`src/rtl/dec_lut_pkg.sv`:
```
// Shared types and default widths for the DEC_LUT request sequencer and its test wrappers.
package dec_lut_pkg;

    localparam int unsigned DEC_W_BITS   = 34;
    localparam int unsigned DEC_N_BITS   = 21;
    localparam int unsigned DEC_EXP_N    = 1048575;
    localparam int unsigned DEC_LAT_BITS = 21;

    typedef enum logic [2:0] {
        IDLE,
        SETTLE,
        WAIT,
        CAPTURE,
        HOLD
    } seq_state_t;

    typedef struct packed {
        logic [DEC_N_BITS-1:0]   n;
        logic [DEC_W_BITS-1:0]   w;
        logic                    match;
        logic                    timeout;
        logic [DEC_LAT_BITS-1:0] latency;
    } dec_result_t;

endpackage

```
`src/rtl/dec_lut_sat_counter.sv`:
```
// Up-counter that holds at all-ones instead of wrapping; synchronous clear wins over increment.
module dec_lut_sat_counter #(
    parameter int WIDTH = 16
) (
    input  logic             clk,
    input  logic             rst_n,
    input  logic             i_clear,
    input  logic             i_inc,
    output logic [WIDTH-1:0] o_count
);

    logic [WIDTH-1:0] r_count;

    always_ff @(posedge clk or negedge rst_n) begin
        if (!rst_n) begin
            r_count <= '0;
        end else if (i_clear) begin
            r_count <= '0;
        end else if (i_inc && (r_count != '1)) begin
            r_count <= r_count + 1'b1;
        end
    end

    assign o_count = r_count;

endmodule

```
`src/rtl/dec_lut_req_sequencer.sv`:
```
// Feeds one W word at a time to the LUT decoder, waits for found (or times out) and
// presents the captured result with pass/error totals against an expected N.
module dec_lut_req_sequencer
    import dec_lut_pkg::*;
#(
    parameter int unsigned W_BITS      = DEC_W_BITS,
    parameter int unsigned N_BITS      = DEC_N_BITS,
    parameter int unsigned EXP_N       = DEC_EXP_N,
    parameter int unsigned SETTLE_CYC  = 2,
    parameter int unsigned TIMEOUT_CYC = 1100000,
    parameter int unsigned CNT_BITS    = 16
) (
    input  logic                clk,
    input  logic                rst_n,
    input  logic                in_valid,
    output logic                in_ready,
    input  logic [W_BITS-1:0]   in_w,
    output logic [W_BITS-1:0]   dec_w,
    input  logic                dec_found,
    input  logic [N_BITS-1:0]   dec_n,
    output logic                out_valid,
    input  logic                out_ready,
    output logic [N_BITS-1:0]   out_n,
    output logic [W_BITS-1:0]   out_w,
    output logic                out_match,
    output logic                out_timeout,
    output logic [20:0]         out_latency,
    output logic                busy,
    output logic [CNT_BITS-1:0] pass_cnt,
    output logic [CNT_BITS-1:0] err_cnt
);

    localparam int unsigned LAT_BITS = DEC_LAT_BITS;
    localparam logic [3:0]          SETTLE_LAST = 4'(SETTLE_CYC - 1);
    localparam logic [LAT_BITS-1:0] TIMEOUT_VAL = LAT_BITS'(TIMEOUT_CYC);
    localparam logic [N_BITS-1:0]   EXP_VAL     = N_BITS'(EXP_N);

    seq_state_t            r_state;
    seq_state_t            w_state_next;
    logic                  r_in_ready;
    logic [3:0]            r_settle_cnt;
    logic [W_BITS-1:0]     r_dec_w;
    logic [W_BITS-1:0]     r_w;
    logic [N_BITS-1:0]     r_out_n;
    logic [W_BITS-1:0]     r_out_w;
    logic                  r_out_timeout;
    logic [LAT_BITS-1:0]   r_out_latency;

    logic                  w_accept;
    logic                  w_out_fire;
    logic                  w_timeout_hit;
    logic                  w_lat_clear;
    logic                  w_lat_inc;
    logic [LAT_BITS-1:0]   w_lat_count;
    logic                  w_match;

    assign w_accept      = (r_state == IDLE) && in_valid && r_in_ready;
    assign w_out_fire    = (r_state == HOLD) && out_ready;
    assign w_timeout_hit = (r_state == WAIT) && !dec_found && (w_lat_count == TIMEOUT_VAL);

    always_comb begin
        w_state_next = r_state;
        w_lat_clear  = 1'b0;
        w_lat_inc    = 1'b0;
        case (r_state)
            IDLE: begin
                if (in_valid && r_in_ready) begin
                    w_state_next = SETTLE;
                end
            end
            SETTLE: begin
                if (r_settle_cnt == SETTLE_LAST) begin
                    w_state_next = WAIT;
                    w_lat_clear  = 1'b1;
                end
            end
            WAIT: begin
                // found takes priority over a timeout landing on the same cycle
                if (dec_found) begin
                    w_state_next = CAPTURE;
                end else if (w_lat_count == TIMEOUT_VAL) begin
                    w_state_next = HOLD;
                end else begin
                    w_lat_inc = 1'b1;
                end
            end
            CAPTURE: begin
                w_state_next = HOLD;
            end
            HOLD: begin
                if (out_ready) begin
                    w_state_next = IDLE;
                end
            end
            default: begin
                w_state_next = IDLE;
            end
        endcase
    end

    always_ff @(posedge clk or negedge rst_n) begin
        if (!rst_n) begin
            r_state    <= IDLE;
            r_in_ready <= 1'b0;
        end else begin
            r_state    <= w_state_next;
            r_in_ready <= (w_state_next == IDLE);
        end
    end

    always_ff @(posedge clk or negedge rst_n) begin
        if (!rst_n) begin
            r_settle_cnt  <= '0;
            r_dec_w       <= '0;
            r_w           <= '0;
            r_out_n       <= '0;
            r_out_w       <= '0;
            r_out_timeout <= 1'b0;
            r_out_latency <= '0;
        end else begin
            if (w_accept) begin
                r_dec_w      <= in_w;
                r_w          <= in_w;
                r_settle_cnt <= '0;
            end
            if (r_state == SETTLE) begin
                r_settle_cnt <= r_settle_cnt + 1'b1;
            end
            // dec_n is sampled one cycle after found so the LUT output has settled
            if (r_state == CAPTURE) begin
                r_out_n       <= dec_n;
                r_out_w       <= r_w;
                r_out_latency <= w_lat_count;
                r_out_timeout <= 1'b0;
            end
            if (w_timeout_hit) begin
                r_out_n       <= '0;
                r_out_w       <= r_w;
                r_out_latency <= w_lat_count;
                r_out_timeout <= 1'b1;
            end
        end
    end

    dec_lut_sat_counter #(
        .WIDTH (LAT_BITS)
    ) u_lat_cnt (
        .clk     (clk),
        .rst_n   (rst_n),
        .i_clear (w_lat_clear),
        .i_inc   (w_lat_inc),
        .o_count (w_lat_count)
    );

    assign w_match = (r_out_n == EXP_VAL) && !r_out_timeout;

    dec_lut_sat_counter #(
        .WIDTH (CNT_BITS)
    ) u_pass_cnt (
        .clk     (clk),
        .rst_n   (rst_n),
        .i_clear (1'b0),
        .i_inc   (w_out_fire && w_match),
        .o_count (pass_cnt)
    );

    dec_lut_sat_counter #(
        .WIDTH (CNT_BITS)
    ) u_err_cnt (
        .clk     (clk),
        .rst_n   (rst_n),
        .i_clear (1'b0),
        .i_inc   (w_out_fire && !w_match),
        .o_count (err_cnt)
    );

    assign in_ready    = r_in_ready;
    assign dec_w       = r_dec_w;
    assign out_valid   = (r_state == HOLD);
    assign out_n       = r_out_n;
    assign out_w       = r_out_w;
    assign out_match   = w_match;
    assign out_timeout = r_out_timeout;
    assign out_latency = r_out_latency;
    assign busy        = (r_state != IDLE);

endmodule

```
`config.mk`:
```
export PLATFORM = sky130hd
export DESIGN_NAME = dec_lut_req_sequencer
export DESIGN_NICKNAME = d
export VERILOG_FILES = /design/src/rtl/dec_lut_pkg.sv /design/src/rtl/dec_lut_sat_counter.sv /design/src/rtl/dec_lut_req_sequencer.sv
export SDC_FILE = /design/constraint.sdc
export NUM_CORES = 1
export LEC_CHECK = 0
export CORE_ASPECT_RATIO = 0.5
export CORE_MARGIN = 2
export CORE_UTILIZATION = 50
export CTS_BUF_LIST = sky130_fd_sc_hd__clkbuf_2
export CTS_CLUSTER_SIZE = 12
export DETAILED_ROUTE_END_ITERATION = 12
export PLACE_DENSITY = 0.83
export SETUP_SLACK_MARGIN = 0.02
export SLEW_MARGIN = 20
export SYNTH_ARGS = -nofsm -noshare
export SYNTH_HDL_FRONTEND = slang
export SYNTH_SLANG_ARGS = --single-unit
```
`constraint.sdc`:
```
create_clock -name clk -period 2.95 [get_ports clk]
set_clock_uncertainty 0.05 [all_clocks]
set_input_delay 0.4425 -clock clk [delete_from_list [all_inputs] [get_ports clk]]
set_output_delay 0.4425 -clock clk [all_outputs]
set_load 0.01 [all_outputs]
```
# Yosys cells after proc, flatten, opt, wreduce, memory -nomap -nowiden
# Cells that the tools add are included.
[word_totals]
inputBits = 60
reg_bits = 172
word_cells = 69
[op_classes]
addsub = 4
reduce_logical = 21
n_eq_ne = 10
muxes = 23
[ops]
columns = ["cell", "n"]
rows = [
  ["$mux W21", 6],
  ["$mux W34", 2],
  ["$add A16 B1 Y16 const B", 2],
  ["$ne A16 B16 Y1 const B", 2],
  ["$add A21 B1 Y21 const B", 1],
  ["$eq A21 B20 Y1 const B", 1],
  ["$eq A21 B21 Y1 const B", 1],
  ["$ne A21 B21 Y1 const B", 1],
  ["$mux W3", 5],
  ["$pmux W3 S5", 1],
  ["$logic_and A1 B1 Y1", 12],
  ["$mux W4", 2],
  ["$mux W1", 7],
  ["$eq A3 B2 Y1 const B", 2],
  ["$logic_not A3 Y1", 2],
  ["$reduce_bool A2 Y1", 3],
  ["$add A4 B1 Y4 const B", 1],
  ["$eq A4 B1 Y1 const B", 1],
  ["$eq A3 B1 Y1 const B", 1],
  ["$eq A3 B3 Y1 const B", 1],
  ["$logic_not A1 Y1", 3],
  ["$reduce_bool A3 Y1", 1],
]

# Depth between registers and ports, before layout
# Gate-level depths: netlist (run 1).
[logic_depth]
word_depth = 7
depth_mapped = 8
ltp_nobuf = 7

# Hierarchy
# A second synthesis (run 1) with hierarchy kept.
[unflattened]
cells_unflattened = 689
area_unflattened_um2 = 7896.3
[by_module_without_submodules]
columns = ["module", "cells_each", "seq_area_each_um2", "instances", "area_each_um2"]
rows = [
  ["dec_lut_req_sequencer", 370, 2977.9, 1, 4828.4],
  ["dec_lut_sat_counter at u_err_cnt ...", 98, 400.4, 2, 942.2],
  ["dec_lut_sat_counter at u_lat_cnt", 123, 525.5, 1, 1183.6],
]

# Worst setup path after synthesis (run 1)
# OpenSTA, ideal clock, no wires.
[synth_timing]
kind = "flip-flop to flip-flop"
startpoint = "register u_lat_cnt.r_count[4] (netlist: u_lat_cnt.o_count[4])"
endpoint = "register r_out_latency[10] (netlist: out_latency[10])"
path_stages_with_launch = 7
arrival_ns = 1.940
n_path_buf = 1
slack_ns = 0.833
t_required_ns = 2.772
synth_period_minus_slack_ns = 2.117
cell_sequence = "dfrtp_1 nor4b_1 nand3b_1 nor4b_4 nor2_2 buf_2 mux2_1"
[synth_between]
elab_chain_len = 3
elab_cells_between_ends = 4
[synth_lines]
columns = ["item", "line", "source"]
rows = [
  ["from (decl)", "dec_lut_sat_counter.sv:12", "logic [WIDTH-1:0] r_count;"],
  ["from (signal assigned)", "dec_lut_sat_counter.sv:20", "r_count <= r_count + 1'b1;"],
  ["$eq A21 B21 Y1 *", "dec_lut_req_sequencer.sv:59", "assign w_timeout_hit = (r_state == WAIT) && !dec_found && (w_lat_count == TIMEOUT_VAL);"],
  ["$logic_and A1 B1 Y1 *", "dec_lut_req_sequencer.sv:59", ""],
  ["$mux W21 or $reduce_bool A2 Y1 (tied branches)", "--", ""],
  ["to (signal assigned)", "dec_lut_req_sequencer.sv:133", "r_out_latency <= w_lat_count;"],
  ["to (signal assigned)", "dec_lut_req_sequencer.sv:139", "r_out_latency <= w_lat_count;"],
  ["to (decl)", "dec_lut_req_sequencer.sv:47", "logic [LAT_BITS-1:0] r_out_latency;"],
]
# Mark *: on every way between the ends. The rest lies on a longest branch, timed or not.
# A chain may end at the register's enable or synchronous reset.

# Worst setup path after layout (run 1)
[layout_timing]
startpoint = "register r_out_timeout (netlist: out_timeout)"
endpoint = "output out_match"
[layout_between]
elab_chain_len = 2
[layout_lines]
columns = ["item", "line", "source"]
rows = [
  ["from (decl)", "dec_lut_req_sequencer.sv:46", "logic r_out_timeout;"],
  ["from (signal assigned)", "dec_lut_req_sequencer.sv:118", "r_out_timeout <= 1'b0;"],
  ["from (signal assigned)", "dec_lut_req_sequencer.sv:134", "r_out_timeout <= 1'b0;"],
  ["from (signal assigned)", "dec_lut_req_sequencer.sv:140", "r_out_timeout <= 1'b1;"],
  ["$logic_not A1 Y1", "dec_lut_req_sequencer.sv:155", "assign w_match = (r_out_n == EXP_VAL) && !r_out_timeout;"],
  ["$logic_and A1 B1 Y1", "dec_lut_req_sequencer.sv:155", ""],
  ["to (decl)", "dec_lut_req_sequencer.sv:25", "output logic out_match,"],
]
# No other way between the ends.

==> results of run 1 <==
[kinds of logic after synthesis]
family,count (synthesis)
simple gates,229
buf+inv,36
xor+xnor,31
compound gates,61
fa+ha+maj,6
mux,98
flops,172
[Yosys cell counts, drive strengths merged (2+ instances only)]
library cell  count
dfrtp           172
mux2             92
nand2            78
a21oi            28
nor2             25
xnor2            25
nand3            24
nand4            23
clkbuf           14
buf              13
and3             12
nor3             11
nor4             10
inv               9
and4              8
o31ai             8
o21ai             7
or4               7
and2              6
ha                6
mux2i             6
xor2              6
nor4b             5
nor2b             4
o31a              3
or2               3
or3b              3
a31oi             2
nand4b            2
nor3b             2
o21a              2
o22ai             2
or3               2
[state kept, by name, summed over array words and instances, names as in the netlist]
| register | flops |
|---|---|
| r_state | 3 |
| u_err_cnt.o_count | 16 |
| out_n | 21 |
| u_lat_cnt.o_count | 21 |
| out_latency | 21 |
| u_pass_cnt.o_count | 16 |
| r_settle_cnt | 4 |
| in_ready | 1 |
| out_timeout | 1 |
| r_w | 34 |
| out_w | 34 |
[metal layers]
metal  share of wire [%]  global-route usage [%]  up-vias
li1                    -                       -     2705
met1                  43                    30.1     2834
met2                  49                    37.6      154
met3                 5.8                    5.72       30
met4                 2.0                    8.40        0
met5                   0                       0        -
[power by group]
part           total (mW)  internal, mW  switching, mW  leakage (nW)
Sequential           3.76          3.14          0.621          2.19
Clock                1.16         0.257          0.906         0.135
Combinational        3.56          2.06           1.50          2.01
[final timing paths]
check / startpoint / end / slack [ps] / depth (start not counted)
max reg2reg: u_lat_cnt.o_count[16] / out_w[24] / 490 / 6
min reg2reg: u_err_cnt.o_count[15] / u_err_cnt.o_count[15] / 460 / 1
min in group clk: dec_n[17] / out_n[17] / 160 / 3
max in group asynchronous: rst_n / u_err_cnt.o_count[8] / 1920 / 3
max: out_timeout / out_match / 170 / 4
min: rst_n / u_err_cnt.o_count[2] / 100 / 2
[area by class of cell]
cell class	count	area (um^2)	area share, %
Sequential cell	172	4300	42.6
Multi-Input combinational cell	425	3100	30.6
Timing Repair Buffer	221	2210	21.9
Tap cell	198	248	2.45
Clock inverter	15	128	1.26
Clock buffer	17	85.1	0.842
Inverter	9	33.8	0.334
[metrics by stage]
step                      area [um^2]  util (%)  setup WS [ps]  std cells  hold slack, ps
final                           10100      69.3            172       1057             102
after detailed placement         9870      67.7            257       1024             335
after CTS                       10100      69.2           25.1       1057            49.2
after global routing            10100      69.3           33.7       1057            38.0
after floorplan                  7520         -            833        633            96.9
after global placement           9870      67.7            348       1024             331
[what timing repair did]
| action | CTS | global route |
|---|---|---|
| setup endpoints to repair | 1 | 2 |
| hold buffers | 1 | 0 |
| gates resized for setup | 1 | 6 |
| hold endpoints to repair | 152 | 0 |
==> impl_results.md, run 1 <==
* Status: complete, no violations
* Vias in the first global route at 5901
* Tmin final at 2780 ps
* Worst min path class: input pin to asynchronous set/reset pin
* Post-CTS Setup Inserts at 0
* Worst-Skew Late Latency at 720 ps
* Mux cell area share after synthesis at roughly 15%
* Worst Setup Path Type: flip-flop to output port
* Crit path cell chain: nand4b_1 -> or4_4 -> nor3_2 -> clkbuf_2
* H-tree depth at 4
* Final Power at 8.49 mW
* Die H at 90.7 um
* FMAX at 360 MHz
* Total CTS buffers at 17
* Arrival time at the worst endpoint at ~2300 ps
* Initial DRC count at 229
* Clk pin slew, worst setup/hold paths at 270 ps
* Main synth FF type: dfrtp_1
* Worst-Margin Slew at 742 ps
* Total grt overflow at 0
* Most frequent cells in the layout: clkdlybuf4s50_1, dfrtp_1, nand2_1
* Hpwl dp at 12.8 mm
* Critical Path Source Type: flip-flop
* Area contributors post-synth: dfrtp_1, mux2_1, mux2_2
* I/O pins at 207
* Max Fanout on Critical Path at 3
* Synth top area share at 57.2%
* Seq cells post-synth at 172
* Pins Over Slew Limit at 0
* Crit-path leading delay family: simple AND/OR/NAND/NOR gates
* Largest family of logic cells by synthesized area: simple AND/OR/NAND/NOR gates
* Die ar. at 0.0161 mm^2
* IO buf count at ~200
* Placeable Area at 0.0146 mm^2
* EDFF count, synth at 0
* Relative slew margins at 50.5%
* CP Capture Type: output port
* Mapped Area at 0.00752 mm^2
* Antenna cell count at 0
* Avg WL per Cell at 16.9 um
* Pin count of the biggest net entering global routing at 76
* Total routed wirelength at 17.9 mm
* Worst vdd ir at 0.397 mV
* Final worst path period share at 94.2%
* CTS Sinks at 172
* Most common cell after layout, fill and taps aside: clkdlybuf4s50_1
* Synth-to-layout area growth at 34.3%
* Final Hold Vio Count at 0
* Seq/Total Area, Yosys at a little under three fifths
* Distinct cells, synth at 54
* Net count, final at 912
* Compound-cell area share of the yosys netlist at 5.07%
* RSZ-0062 raised after global routing: no
* Critical Path Max Stage Delay at 520 ps
* Final setup viols at 0
* Setup TNS at 0 ps
* Post-DRT Antenna Nets at 0
* Root Buffer: clkbuf_2
* Fill count at 1090
* Fraction of layout cells with a size suffix above 1 at between 10% and 20%
* Cell Rows at 31
* Synth async-reset ratio at 100%
* PwrDens at 840 mW/mm^2
* Synth Area in XOR/XNOR at 3.61%
* Vias at 5723
* DRC viols at 0
* Max cap viols at 0
* TritonCTS clock tree: yes
* Mapped Cells at 633
* Gr usage total at 23.1%
* Leak Pwr at 4.34 nW
* Area leader, netlist: dfrtp_1
* Syn Nets at 699
* Syn Area/Cell at 11.9 um^2
* Initial antenna violation count at 0
* WP data required at approximately 2500 ps
* Simple-gate share of the synthesized area at 16.5%
* Global placement routability congestion at 0.833
* Via-to-Cell Ratio at 5.41
* First-pass GRT wire length at ~30 mm
* Pre-antenna DRT Iters at 4
* Synth Area in Adders at 0.998%
* Initial Util at 51.6%
* Syn. warnings at 0
* Die Wd at 177 um
* Clock buffer depth at 2
* CP bufs+invs at 1
* Slowest cell on crit path: or4_4
No activity file was read; power rests on OpenSTA's default activity.
==> run 2: changes to the inputs <==
CORE_UTILIZATION = 45   (was 50)
PLACE_DENSITY = 0.76   (was 0.83)
==> impl_results.md, run 2 (synthesized netlist as in run 1, its figures left out) <==
* Arrival time at the worst endpoint at 2280 ps (about the same)
* Worst Setup Path Type: flip-flop to output port
* Final Hold Vio Count at 0 (unchanged)
* Die ar. at 0.0178 mm^2 (+11%)
* Antenna cell count at 0 (unchanged)
* Initial antenna violation count at 0 (unchanged)
* First-pass GRT wire length at 29.7 mm (+0.44%)
* Worst-Skew Late Latency at 740 ps (+20 ps)
* Gr usage total at 21.0% (-2.0 points)
* Die Wd at 187 um (+5.3%)
* PwrDens at 847 mW/mm^2 (+0.78%)
* Worst vdd ir at 0.364 mV (-8.3%)
* Tmin final at 2770 ps (-5.78 ps)
* Fraction of layout cells with a size suffix above 1 at 12.8% (+0.74 points)
* Leak Pwr at 4.37 nW (+0.61%)
* CP Capture Type: output port
* Combinational share of power at 42.1% (about the same)
* Fill count at 1391 (+28%)
* CTS Sinks at 172 (unchanged)
* Final worst path period share at 94.0% (-0.20 points)
* FMAX at 361 MHz (+0.21%)
* Clock share of power at 14.6% (+0.9 points)
* Most frequent cells in the layout: clkdlybuf4s50_1, dfrtp_1, nand2_1
* Net count, final at 917 (+0.55%)
* Relative slew margins at 53.3% (+2.8 points)
* Worst min path class: input pin to flip-flop
* Via-to-Cell Ratio at 5.25 (-3.0%)
* Total CTS buffers at 17 (unchanged)
* Status: complete, no violations
* Post-DRT Antenna Nets at 0 (unchanged)
* Initial DRC count at 303 (+32%)
* P_int at 5.57 mW (+2.0%)
* Switching share of total power at 35.5% (-0.19 points)
* Cell Rows at 33 (+6.5%)
* TritonCTS clock tree: yes
* Vias at 5728 (+0.087%)
* Root Buffer: clkbuf_2
* Die H at 95.4 um (+5.2%)
* Max Fanout on Critical Path at 8 (+5)
* Vias in the first global route at 5740 (-2.7%)
* Most common cell after layout, fill and taps aside: clkdlybuf4s50_1
* Clock buffer depth at 2 (unchanged)
* Worst-Margin Slew at 694 ps (-48.2 ps)
* Setup TNS at 0 ps (unchanged)
* H-tree depth at 4 (unchanged)
* RSZ-0062 raised after global routing: no
* WP data required at 2460 ps (about the same)
* Switching power at 3.06 mW (+1.1%)
* Flop pwr share at 43.4% (-0.9 points)
* Pre-antenna DRT Iters at 7 (+3)
* DRC viols at 0 (unchanged)
* Total grt overflow at 0 (unchanged)
* Avg WL per Cell at 16.8 um (-0.62%)
* Final setup viols at 0 (unchanged)
* Hpwl dp at 13.1 mm (+2.2%)
* Multi-input logic area at 0.00310 mm^2 (unchanged)
* Pin count of the biggest net entering global routing at 74 (-2.6%)
* Clk pin slew, worst setup/hold paths at 300 ps (+30 ps)
* Pins Over Slew Limit at 0 (unchanged)
* WHS at 146 ps (+44.2 ps)
* Global placement routability congestion at 0.823 (-1.2%)
* Total routed wirelength at 18.3 mm (+2.6%)
* Critical Path Source Type: flip-flop
* Sequential Area at 0.00431 mm^2 (about the same)
* Max cap viols at 0 (unchanged)
* Initial Util at 46.0% (-5.6 points)
* I/O pins at 207 (unchanged)
* IO buf count at 206 (unchanged)
* Synth-to-layout area growth at 35.5%
* Placeable Area at 0.0164 mm^2 (+12%)
==> run 2: through the flow <==
stage	cells	power (mW)	worst slack, ps	cell area [um^2]	utilization [%]
floorplan	633	5.35	833	7520	-
global placement	1052	7.28	383	9890	60.5
detailed placement	1052	7.43	261	9890	60.5
CTS	1090	8.72	22.0	10200	62.3
global route	1091	9.15	29.6	10200	62.4
finish	1091	8.63	178	10200	62.4
==> run 2: critical path, cell delays in order (launching register included) <==
cell	delay (ps)
dfrtp_1	550
or3_1	460
clkdlybuf4s50_1	530
==> run 2: layout make-up <==
class	count	share of cell area [%]
clock inverters	15	1.52
flip-flops and latches	172	42.2
repair buffers	226	21.9
inverters	9	0.331
well taps	227	2.79
multi-input cells	425	30.4
clock buffers	17	0.835
==> run 2: what timing repair did <==
action / CTS / global route
hold endpoints to repair: 69 / 0
pin swaps: 0 / 1
resized for setup: 5 / 4
setup buffers: 5 / 1
hold buffers: 1 / 0
endpoints found under the setup margin: 2 / 2
==> run 2: path summary, 6_finish.rpt <==
path	startpoint	endpoint	slack, ps	cells after the start
max in group asynchronous	rst_n	out_n[15]	1790	3
worst min-delay path	dec_n[0]	out_n[0]	150	3
worst max-delay path	r_state[0]	busy	180	2
worst max register to register	out_n[8]	u_err_cnt.o_count[1]	500	5
worst min register to register	u_err_cnt.o_count[15]	u_err_cnt.o_count[15]	470	1
min in group asynchronous	rst_n	out_n[5]	200	2
==> run 2: power groups by stage <==
stage	Clock [mW]	Combinational, mW	Sequential [mW]
floorplan	0	1.34	4.01
global placement	0	3.52	3.76
detailed placement	0	3.62	3.81
CTS	1.30	3.68	3.74
global route	1.41	3.87	3.87
finish	1.26	3.63	3.74
==> run 2: metal layers <==
| metal | vias up | track usage (%) | share of wire (%) |
|---|---|---|---|
| li1 | 2702 | - | - |
| met1 | 2871 | 26.6 | 44 |
| met2 | 133 | 36.4 | 50 |
| met3 | 22 | 5.01 | 4.0 |
| met4 | 0 | 6.81 | 1.8 |
| met5 | - | 0 | 0 |
